--- config.mk ---
export PLATFORM = sky130hd
export DESIGN_NAME = pmp_burst_range
export DESIGN_NICKNAME = d
export VERILOG_FILES = /design/src/rtl/pmp_burst_pkg.sv /design/src/rtl/pmp_burst_range.sv
export SDC_FILE = /design/constraint.sdc
export NUM_CORES = 1
export LEC_CHECK = 0
export BUFFER_PORTS_ARGS = -buffer_cell sky130_fd_sc_hd__buf_4
export CAP_MARGIN = 25
export CORE_MARGIN = 2
export CORE_UTILIZATION = 40
export DETAILED_ROUTE_END_ITERATION = 12
export PLACE_DENSITY_LB_ADDON = 0.2
export SLEW_MARGIN = 25
export SYNTH_ARGS = -nofsm -noshare
export SYNTH_HDL_FRONTEND = slang
export SYNTH_SLANG_ARGS = --single-unit
--- constraint.sdc ---
create_clock -name vclk -period 7.1
set_input_delay 0 -clock vclk [all_inputs]
set_output_delay 0 -clock vclk [all_outputs]
set_load 0.005 [all_outputs]
--- src/rtl/pmp_burst_pkg.sv ---
// Shared constants and types for the PMP burst range checker.
package pmp_burst_pkg;

  localparam logic [1:0] BURST_FIXED = 2'b00;
  localparam logic [1:0] BURST_INCR  = 2'b01;
  localparam logic [1:0] BURST_WRAP  = 2'b10;

  // Address bits below this index select a byte inside one 4 KiB page.
  localparam int unsigned PAGE_SHIFT = 12;

  typedef enum logic [1:0] {
    IDLE,
    CHK_LO,
    CHK_HI,
    RESP
  } state_e;

endpackage

--- src/rtl/pmp_burst_range.sv ---
// Combinational conversion of an AXI burst into its lowest and highest byte
// address, plus a flag for bursts that can never be permitted.
module pmp_burst_range
  import pmp_burst_pkg::*;
#(
  parameter int unsigned PLEN = 56
) (
  input  logic [PLEN-1:0] i_addr,
  input  logic [7:0]      i_len,
  input  logic [2:0]      i_size,
  input  logic [1:0]      i_burst,
  output logic [PLEN-1:0] o_lo,
  output logic [PLEN-1:0] o_hi,
  output logic            o_illegal
);

  // One extra bit so the carry out of the top address bit stays visible.
  localparam logic [PLEN:0] LP_ONE = (PLEN+1)'(1);

  logic [PLEN:0] w_addrWide;
  logic [PLEN:0] w_beatBytes;
  logic [PLEN:0] w_totalBytes;
  logic [PLEN:0] w_aligned;
  logic [PLEN:0] w_wrapLo;
  logic [PLEN:0] w_loWide;
  logic [PLEN:0] w_hiWide;
  logic          w_wrapLenBad;
  logic          w_wrapMisaligned;
  logic          w_carry;
  logic          w_pageCross;

  assign w_addrWide   = {1'b0, i_addr};
  assign w_beatBytes  = LP_ONE << i_size;
  assign w_totalBytes = ((PLEN+1)'(i_len) + LP_ONE) << i_size;
  assign w_aligned    = w_addrWide & ~(w_beatBytes - LP_ONE);
  assign w_wrapLo     = w_addrWide & ~(w_totalBytes - LP_ONE);

  // Endpoint selection per burst type; the reserved type falls back to INCR
  // arithmetic because it is flagged illegal anyway.
  always_comb begin
    w_loWide = w_addrWide;
    w_hiWide = w_aligned + w_totalBytes - LP_ONE;
    case (i_burst)
      BURST_FIXED: w_hiWide = w_aligned + w_beatBytes - LP_ONE;
      BURST_WRAP: begin
        w_loWide = w_wrapLo;
        w_hiWide = w_wrapLo + w_totalBytes - LP_ONE;
      end
      default: ;
    endcase
  end

  assign w_wrapLenBad     = !(i_len inside {8'd1, 8'd3, 8'd7, 8'd15});
  assign w_wrapMisaligned = (w_addrWide & (w_beatBytes - LP_ONE)) != '0;
  assign w_carry          = w_hiWide[PLEN];
  assign w_pageCross      = w_loWide[PLEN-1:PAGE_SHIFT] != w_hiWide[PLEN-1:PAGE_SHIFT];

  assign o_lo      = w_loWide[PLEN-1:0];
  assign o_hi      = w_hiWide[PLEN-1:0];
  assign o_illegal = (i_burst == 2'b11)
                   || (i_size > 3'd3)
                   || ((i_burst == BURST_WRAP) && (w_wrapLenBad || w_wrapMisaligned))
                   || w_carry
                   || w_pageCross;

endmodule

# After elaboration in Yosys (flattened, before gate mapping)
# Index checks and enable logic that the tools add are counted.
# totals
word_cells,36
inputBits,69
ff_bits,0
# classes
bitwise,5
addsub,9
eq_ne,7
n_mux,2
shifts,2
n_lt_le_gt_ge,1
n_reduce_logical,10
# op_table
cell,count
"subtractor 57 x 1 -> 57 bit, second input constant",5
adder 57 bit,3
bitwise AND 56 x 57 -> 57 bit,3
inverter 57 bit,2
one-hot mux 57 bit (2 select lines),1
nonzero test 57 bit,1
"left shift 1 x 3 -> 57 bit, first input constant",1
left shift 9 x 3 -> 57 bit,1
2-to-1 mux 56 bit,1
inequality test 44 bit,1
"adder 8 x 1 -> 9 bit, second input constant",1
"equality test 8 x 1 -> 1 bit, second input constant",1
"equality test 8 x 2 -> 1 bit, second input constant",1
"equality test 8 x 3 -> 1 bit, second input constant",1
"equality test 8 x 4 -> 1 bit, second input constant",1
logical OR 1 bit,5
"equality test 2 bit, second input constant",2
nonzero test 4 bit,1
"greater-than comparator 3 x 2 -> 1 bit, second input constant",1
logical NOT 2 bit,1
logical AND 1 bit,1
logical NOT 1 bit,1

# Longest topological paths before layout
# Gate-level depths: netlist of run 1.
# depth
ltp_word,10
depth_mapped,30
ltp_nobuf,27

# Worst setup path after synthesis of run 1
# Ideal clock, no wire load.
# synth_path
path_type,in2out
startpoint,in i_len[0]
endpoint,out o_illegal
t_required_ns,7.100
t_arrival_ns,5.457
path_slack_ns,1.643
path_stages,28
cell_sequence,ha_1 > and3_1 > buf_6 > xnor2_1 > mux4_2 > o21ai_1 > nor3_1 > nand2_1 > a21oi_1 > nand2_1 > xnor2_1 > nand2_1 > ha_1 > inv_1 > ha_1 > buf_2 > nand2_1 > or4_1 > or3b_1 > o211ai_1 > nand2_1 > mux2i_1 > or4_1 > a211oi_1 > nor3_1 > a311oi_1 > nor4bb_1 > nand4_1
# synth_between
elab_chain_len,10
# synth_rtl
item,line,source
start: declaration,pmp_burst_range.sv:9,"input logic [7:0] i_len,"
adder 8 x 1 -> 9 bit,pmp_burst_range.sv:34,assign w_totalBytes = ((PLEN+1)'(i_len) + LP_ONE) << i_size;
left shift 9 x 3 -> 57 bit,pmp_burst_range.sv:34,
subtractor 57 x 1 -> 57 bit,pmp_burst_range.sv:36,assign w_wrapLo = w_addrWide & ~(w_totalBytes - LP_ONE);
inverter 57 bit,pmp_burst_range.sv:36,
bitwise AND 56 x 57 -> 57 bit,pmp_burst_range.sv:36,
adder 57 bit,pmp_burst_range.sv:47,w_hiWide = w_wrapLo + w_totalBytes - LP_ONE;
subtractor 57 x 1 -> 57 bit,pmp_burst_range.sv:47,
one-hot mux 57 bit (2 select lines),pmp_burst_range.sv:43,case (i_burst)
inequality test 44 bit / logical OR 1 bit (equally long branches),"pmp_burst_range.sv:56, pmp_burst_range.sv:63",
logical OR 1 bit *,pmp_burst_range.sv:64,|| w_pageCross;
end: declaration,pmp_burst_range.sv:14,output logic o_illegal
# Every way passes the cells marked *; elsewhere a longest branch is shown, timed or not.

# Final worst setup path of run 1
# layout_path
startpoint,in i_size[2]
endpoint,out o_illegal
# layout_between
elab_chain_len,9
# layout_rtl
item,line,source
start: declaration,pmp_burst_range.sv:10,"input logic [2:0] i_size,"
left shift 9 x 3 -> 57 bit / left shift 1 x 3 -> 57 bit (equally long branches),"pmp_burst_range.sv:34, pmp_burst_range.sv:33",
subtractor 57 x 1 -> 57 bit (on tied branches),"pmp_burst_range.sv:36, pmp_burst_range.sv:35, pmp_burst_range.sv:54",
"inverter 57 bit, or another cell as far along",pmp_burst_range.sv:36,
"bitwise AND 56 x 57 -> 57 bit, or another cell as far along",pmp_burst_range.sv:36,
"adder 57 bit, or another cell as far along",pmp_burst_range.sv:47,
"subtractor 57 x 1 -> 57 bit, or another cell as far along",pmp_burst_range.sv:47,
one-hot mux 57 bit (2 select lines) / logical OR 1 bit (equally long branches),"pmp_burst_range.sv:43, pmp_burst_range.sv:62",
inequality test 44 bit / logical OR 1 bit (equally long branches),"pmp_burst_range.sv:56, pmp_burst_range.sv:63",
logical OR 1 bit *,pmp_burst_range.sv:64,
# Marks and branches as above.

==> impl_metrics.ini, run 1 <==
[status]
outcome = finished clean

[sta]
finalSetupTns_ns = 0
worst_slew_pin_slew_ns = 0.995
hold_viol_final = 0
relSlewSlack_pct = 33.0
setup_violations = 0
grt_setup_unrepaired = false
period_share_pct = 96.3
timing.fmax_ghz = 0.146
min_period_ns = 6.84
maxSlewViolCount = 0

[worst_setup_path]
path_max_fanout = 28
slowest_stage = nor3_1
crit_path_end = o_illegal
cp_top_family = simple AND/OR/NAND/NOR gates
end_kind = output port
critPathMaxStageDelay_ns = 0.60
crit_path_start = i_size[2]
crit_arrival_ns = 6.84
cp.depth = 29
cp.required_ns = 7.10
start_kind = primary input
critPathBufInv = 6
path_class = primary input to output port

[job]
cap_viol_max_count = 0

[route]
drtPass1Iterations = 6
first_iter_violations = 2693
final_antenna_net_count = 0
avgRoutedWirePerCell_um = 25.0
routed_wl_um = 70100
vias = 18592
via_per_inst = 6.62
drc_errors = 0

[global_route]
grt.overflow.total = 0
antenna_found_initial = 1
grt_pass1_vias = 16430
grt_usage_pct = 36.4
grt_pass1_wl_um = 103000
grt_max_degree = 54

[placed_design]
placed_area_um2 = 15800
gp_congestion = 1.04
port_buffers = 182
dp_hpwl_um = 58700

[synth]
syn_nets = 2499
syn_avg_cell_area_um2 = 6.21
synth.distinct_cells = 106
synth_area_um2 = 14100
synthCells = 2275
synth_top_area_cell = ha_1
ys_seq_area_share_pct = 0
yosysWarnings = 0
synth_area_leaders = ha_1 (13%), a21oi_1 (8.1%), nand2_1 (7.9%), o21ai_0 (5.2%), inv_1 (4.8%)
synth_top_area_share_pct = 13.5

[pwr]
p_per_area_nw_per_um2 = 139
vdd_drop_max_mv = 0.0497
p_leak_uw = 0.00708

[finish]
syn_to_final_growth_pct = 11.9
fin_area_um2 = 15800
nets = 2580
clock_buffers = 0
post_route_cells_drive_above_1_share_pct = 12.4
diodes = 0
design.seq.count = 0
fillers = 3755
multiInputGateArea_um2 = 12900
regArea_um2 = 0

[die]
initial_core_util_pct = 40.8
fp.coreArea_um2 = 34600
ios = 182
dieWidth_um = 192
die_area_um2 = 36800
die_height_um = 192
rows = 68

[min_path]
hold_class = primary input to output port
holdPathStages = 3
## power breakdown
| part | switching, uW | leakage [uW] | internal, uW |
|---|---|---|---|
| Clock | 0 | 0 | 0 |
| Combinational | 1400 | 0.00708 | 806 |
| Sequential | 0 | 0 | 0 |
## synthesized netlist by cell type, types with 18 or more instances
cell      count
o31ai_1      18
and3_1       29
and2_1       32
inv_1       179
mux2i_1      19
or3_1        22
nand4_1      66
nor2_1      169
nor3_1       52
ha_1        152
nand2_1     297
o211ai_1     34
nand2b_1     34
buf_2        18
a21o_1       47
a21boi_0     21
o21ai_0     146
nor4_1       21
a21oi_1     229
a31oi_1      22
xor2_1       51
nand3_1      48
o21a_1       39
xnor2_1      74
a211oi_1     40
clkbuf_1    109
## through the flow
stage	utilization, %	hold WS [ns]	power [uW]	std cells	setup slack, ns
CTS	45.5	0.325	2110	2809	0.146
detailed placement	45.5	0.322	2100	2809	0.180
floorplan	-	0.0895	1330	2275	1.64
global placement	45.5	0.343	2100	2809	0.307
finish	45.6	0.327	2200	2809	0.262
global route	45.6	0.351	2350	2809	0.00565
## layout by cell type, fill, tap and decap left out, types with 39 or more instances in the layout
cell      instances
xor2_1           51
nand3_1          48
nand4_1          66
inv_1           179
nand2_1         296
o21a_1           39
a211oi_1         40
nor2_1          168
xnor2_1          74
buf_4           219
a21oi_1         228
o21ai_0         146
a21o_1           47
ha_1            151
nor3_1           52
## how the worst min path moves through the flow
stage | endpoint | startpoint | slack (ns)
2_1_floorplan | o_lo[10] | i_addr[10] | 0.09
3_3_place_gp | o_lo[0] | i_addr[0] | 0.34
3_5_place_dp | o_lo[0] | i_addr[0] | 0.32
4_1_cts | o_lo[0] | i_addr[0] | 0.32
5_1_grt | o_lo[0] | i_addr[0] | 0.35
6_report | o_lo[0] | i_addr[0] | 0.33
## layer usage
| layer | routed length, um | vias to the layer above | track usage [%] |
|---|---|---|---|
| li1 | - | 8504 | - |
| met1 | 31600 | 8811 | 56.6 |
| met2 | 27700 | 1171 | 50.9 |
| met3 | 8950 | 106 | 6.50 |
| met4 | 1850 | 0 | 7.49 |
| met5 | 0 | - | 0 |
## repair_timing
item	in CTS	in global routing
setup endpoints to repair	0	1
hold buffers	0	0
buffers inserted	0	0
resized for setup	0	7
endpoints found under the hold margin	0	0
## final cells by class
cell class / count / area share, %
inverter: 183 / 4.35
multi-input combinational: 1952 / 81.7
timing repair buffer: 219 / 10.4
tap: 455 / 3.60
## kinds of logic after synthesis
| logic type | after synthesis | share of synthesized area, % |
|---|---|---|
| mux | 25 | 1.98 |
| xor+xnor | 127 | 7.98 |
| simple gates | 857 | 29.9 |
| compound gates | 788 | 37.3 |
| buf+inv | 323 | 8.96 |
| fa+ha+maj | 155 | 13.9 |
Power figures use the tool's default switching activity.
==> inputs of run 2 (changes only) <==
Settings changed: CORE_ASPECT_RATIO from default to 1.75, SETUP_SLACK_MARGIN from default to 0.5.
==> impl_metrics.ini, run 2 (synthesis results as in run 1) <==
[sta]
setup_violations = 0
period_share_pct = 90.0
relSlewSlack_pct = 39.4
hold_viol_final = 0
min_period_ns = 6.39
grt_setup_unrepaired = false
maxSlewViolCount = 0
timing.final.ws_setup_ns = 0.708
timing.fmax_ghz = 0.156
finalSetupTns_ns = 0
worst_slew_pin_slew_ns = 0.902

[global_route]
grt_usage_pct = 41.1
grt_pass1_vias = 18109
grt_pass1_wl_um = 114000
antenna_found_initial = 0
grt.overflow.total = 0
grt_max_degree = 38

[min_path]
hold_class = primary input to output port
holdPathStages = 3

[placed_design]
dp_hpwl_um = 66000
port_buffers = 182
preCtsSetupSlack_ns = 0.256
gp_congestion = 1.09

[route]
drc_errors = 0
avgRoutedWirePerCell_um = 28.0
first_iter_violations = 1329
via_per_inst = 6.62
routed_wl_um = 79500
vias = 18819
drtPass1Iterations = 7
final_antenna_net_count = 0

[finish]
fillers = 3900
nets = 2604
regArea_um2 = 0
syn_to_final_growth_pct = 14.7
final_cell_mix = nand2_1 (294), buf_4 (239), a21oi_1 (225)
design.seq.count = 0
final_common_cell = nand2_1
clock_buffers = 0
post_route_cells_drive_above_1_share_pct = 14.4

[die]
ios = 182
fp.coreArea_um2 = 35100
die_height_um = 253
rows = 91
dieWidth_um = 146
die_area_um2 = 36900
initial_core_util_pct = 40.3

[worst_setup_path]
end_kind = output port
path_max_fanout = 31
crit_arrival_ns = 6.39
crit_path_start = i_size[0]
crit_path_end = o_illegal
path_class = primary input to output port
cp.required_ns = 7.10
start_kind = primary input

[pwr]
vdd_drop_max_mv = 0.0751
p_leak_uw = 0.00722
p_per_area_nw_per_um2 = 144

[status]
outcome = finished clean

[job]
cap_viol_max_count = 0
==> run 2: how the worst min path moves through the flow <==
stage	slack, ns	startpoint	endpoint
after floorplan	0.09	i_addr[10]	o_lo[10]
after global placement	0.34	i_addr[14]	o_lo[14]
after detailed placement	0.35	i_addr[14]	o_lo[14]
after CTS	0.36	i_addr[14]	o_lo[14]
after global routing	0.37	i_addr[14]	o_lo[14]
final	0.37	i_addr[0]	o_lo[0]
==> run 2: layout make-up <==
cell class / instances / area (um2) / area share (%)
Antenna cell: 1 / 2.50 / 0.0154
Inverter: 183 / 687 / 4.24
Multi-Input combinational cell: 1952 / 13100 / 80.8
Tap cell: 465 / 582 / 3.59
Timing Repair Buffer: 243 / 1840 / 11.3
==> run 2: timing repair <==
action,in CTS,in global routing
setup buffers,0,9
hold buffers,0,0
gates resized for setup,4,41
endpoints found under the setup margin,1,1
pin swaps,0,9
==> run 2: worst max-delay path, cell delays in order <==
cell       delay [ns]
buf_4            0.32
inv_1            0.31
nor2_1           0.31
nand2_1          0.12
ha_1             0.39
a21oi_1          0.22
o221a_2          0.29
inv_1            0.06
ha_1             0.27
inv_1            0.04
ha_1             0.33
and2_1           0.15
nor3b_1          0.31
o2111ai_2        0.27
a211o_1          0.48
and2_1           0.23
o311ai_1         0.43
mux2i_1          0.61
a211oi_1         0.11
o32ai_1          0.34
o21ai_1          0.18
nor4_2           0.32
nand4_1          0.12
buf_4            0.15
==> run 2: metal layers <==
metal / part of all wire (%) / track usage [%] / wire length [um] / up-vias
met2: 47 / 72.1 / 37600 / 1103
met4: 14 / 46.6 / 11500 / 0
met5: 0 / 0 / 0 / -
met1: 31 / 38.0 / 24700 / 8739
li1: - / - / - / 8562
met3: 7.2 / 6.64 / 5720 / 415
==> run 2: through the flow <==
step                std cells  power [uW]  area, um2  util (%)  hold WS [ns]
detailed placement       2833        2190      15900      45.3         0.352
global placement         2832        2180      15900      45.3         0.344
floorplan                2275        1330      14100         -        0.0895
CTS                      2833        2210      15900      45.4         0.357
finish                   2844        2340      16200      46.2         0.368
global route             2843        2460      16200      46.2         0.375
==> run 2: power by group <==
group | switching [uW] | internal (uW)
registers | 0 | 0
logic | 1500 | 838
clock network | 0 | 0.00000954
total | 1500 | 838
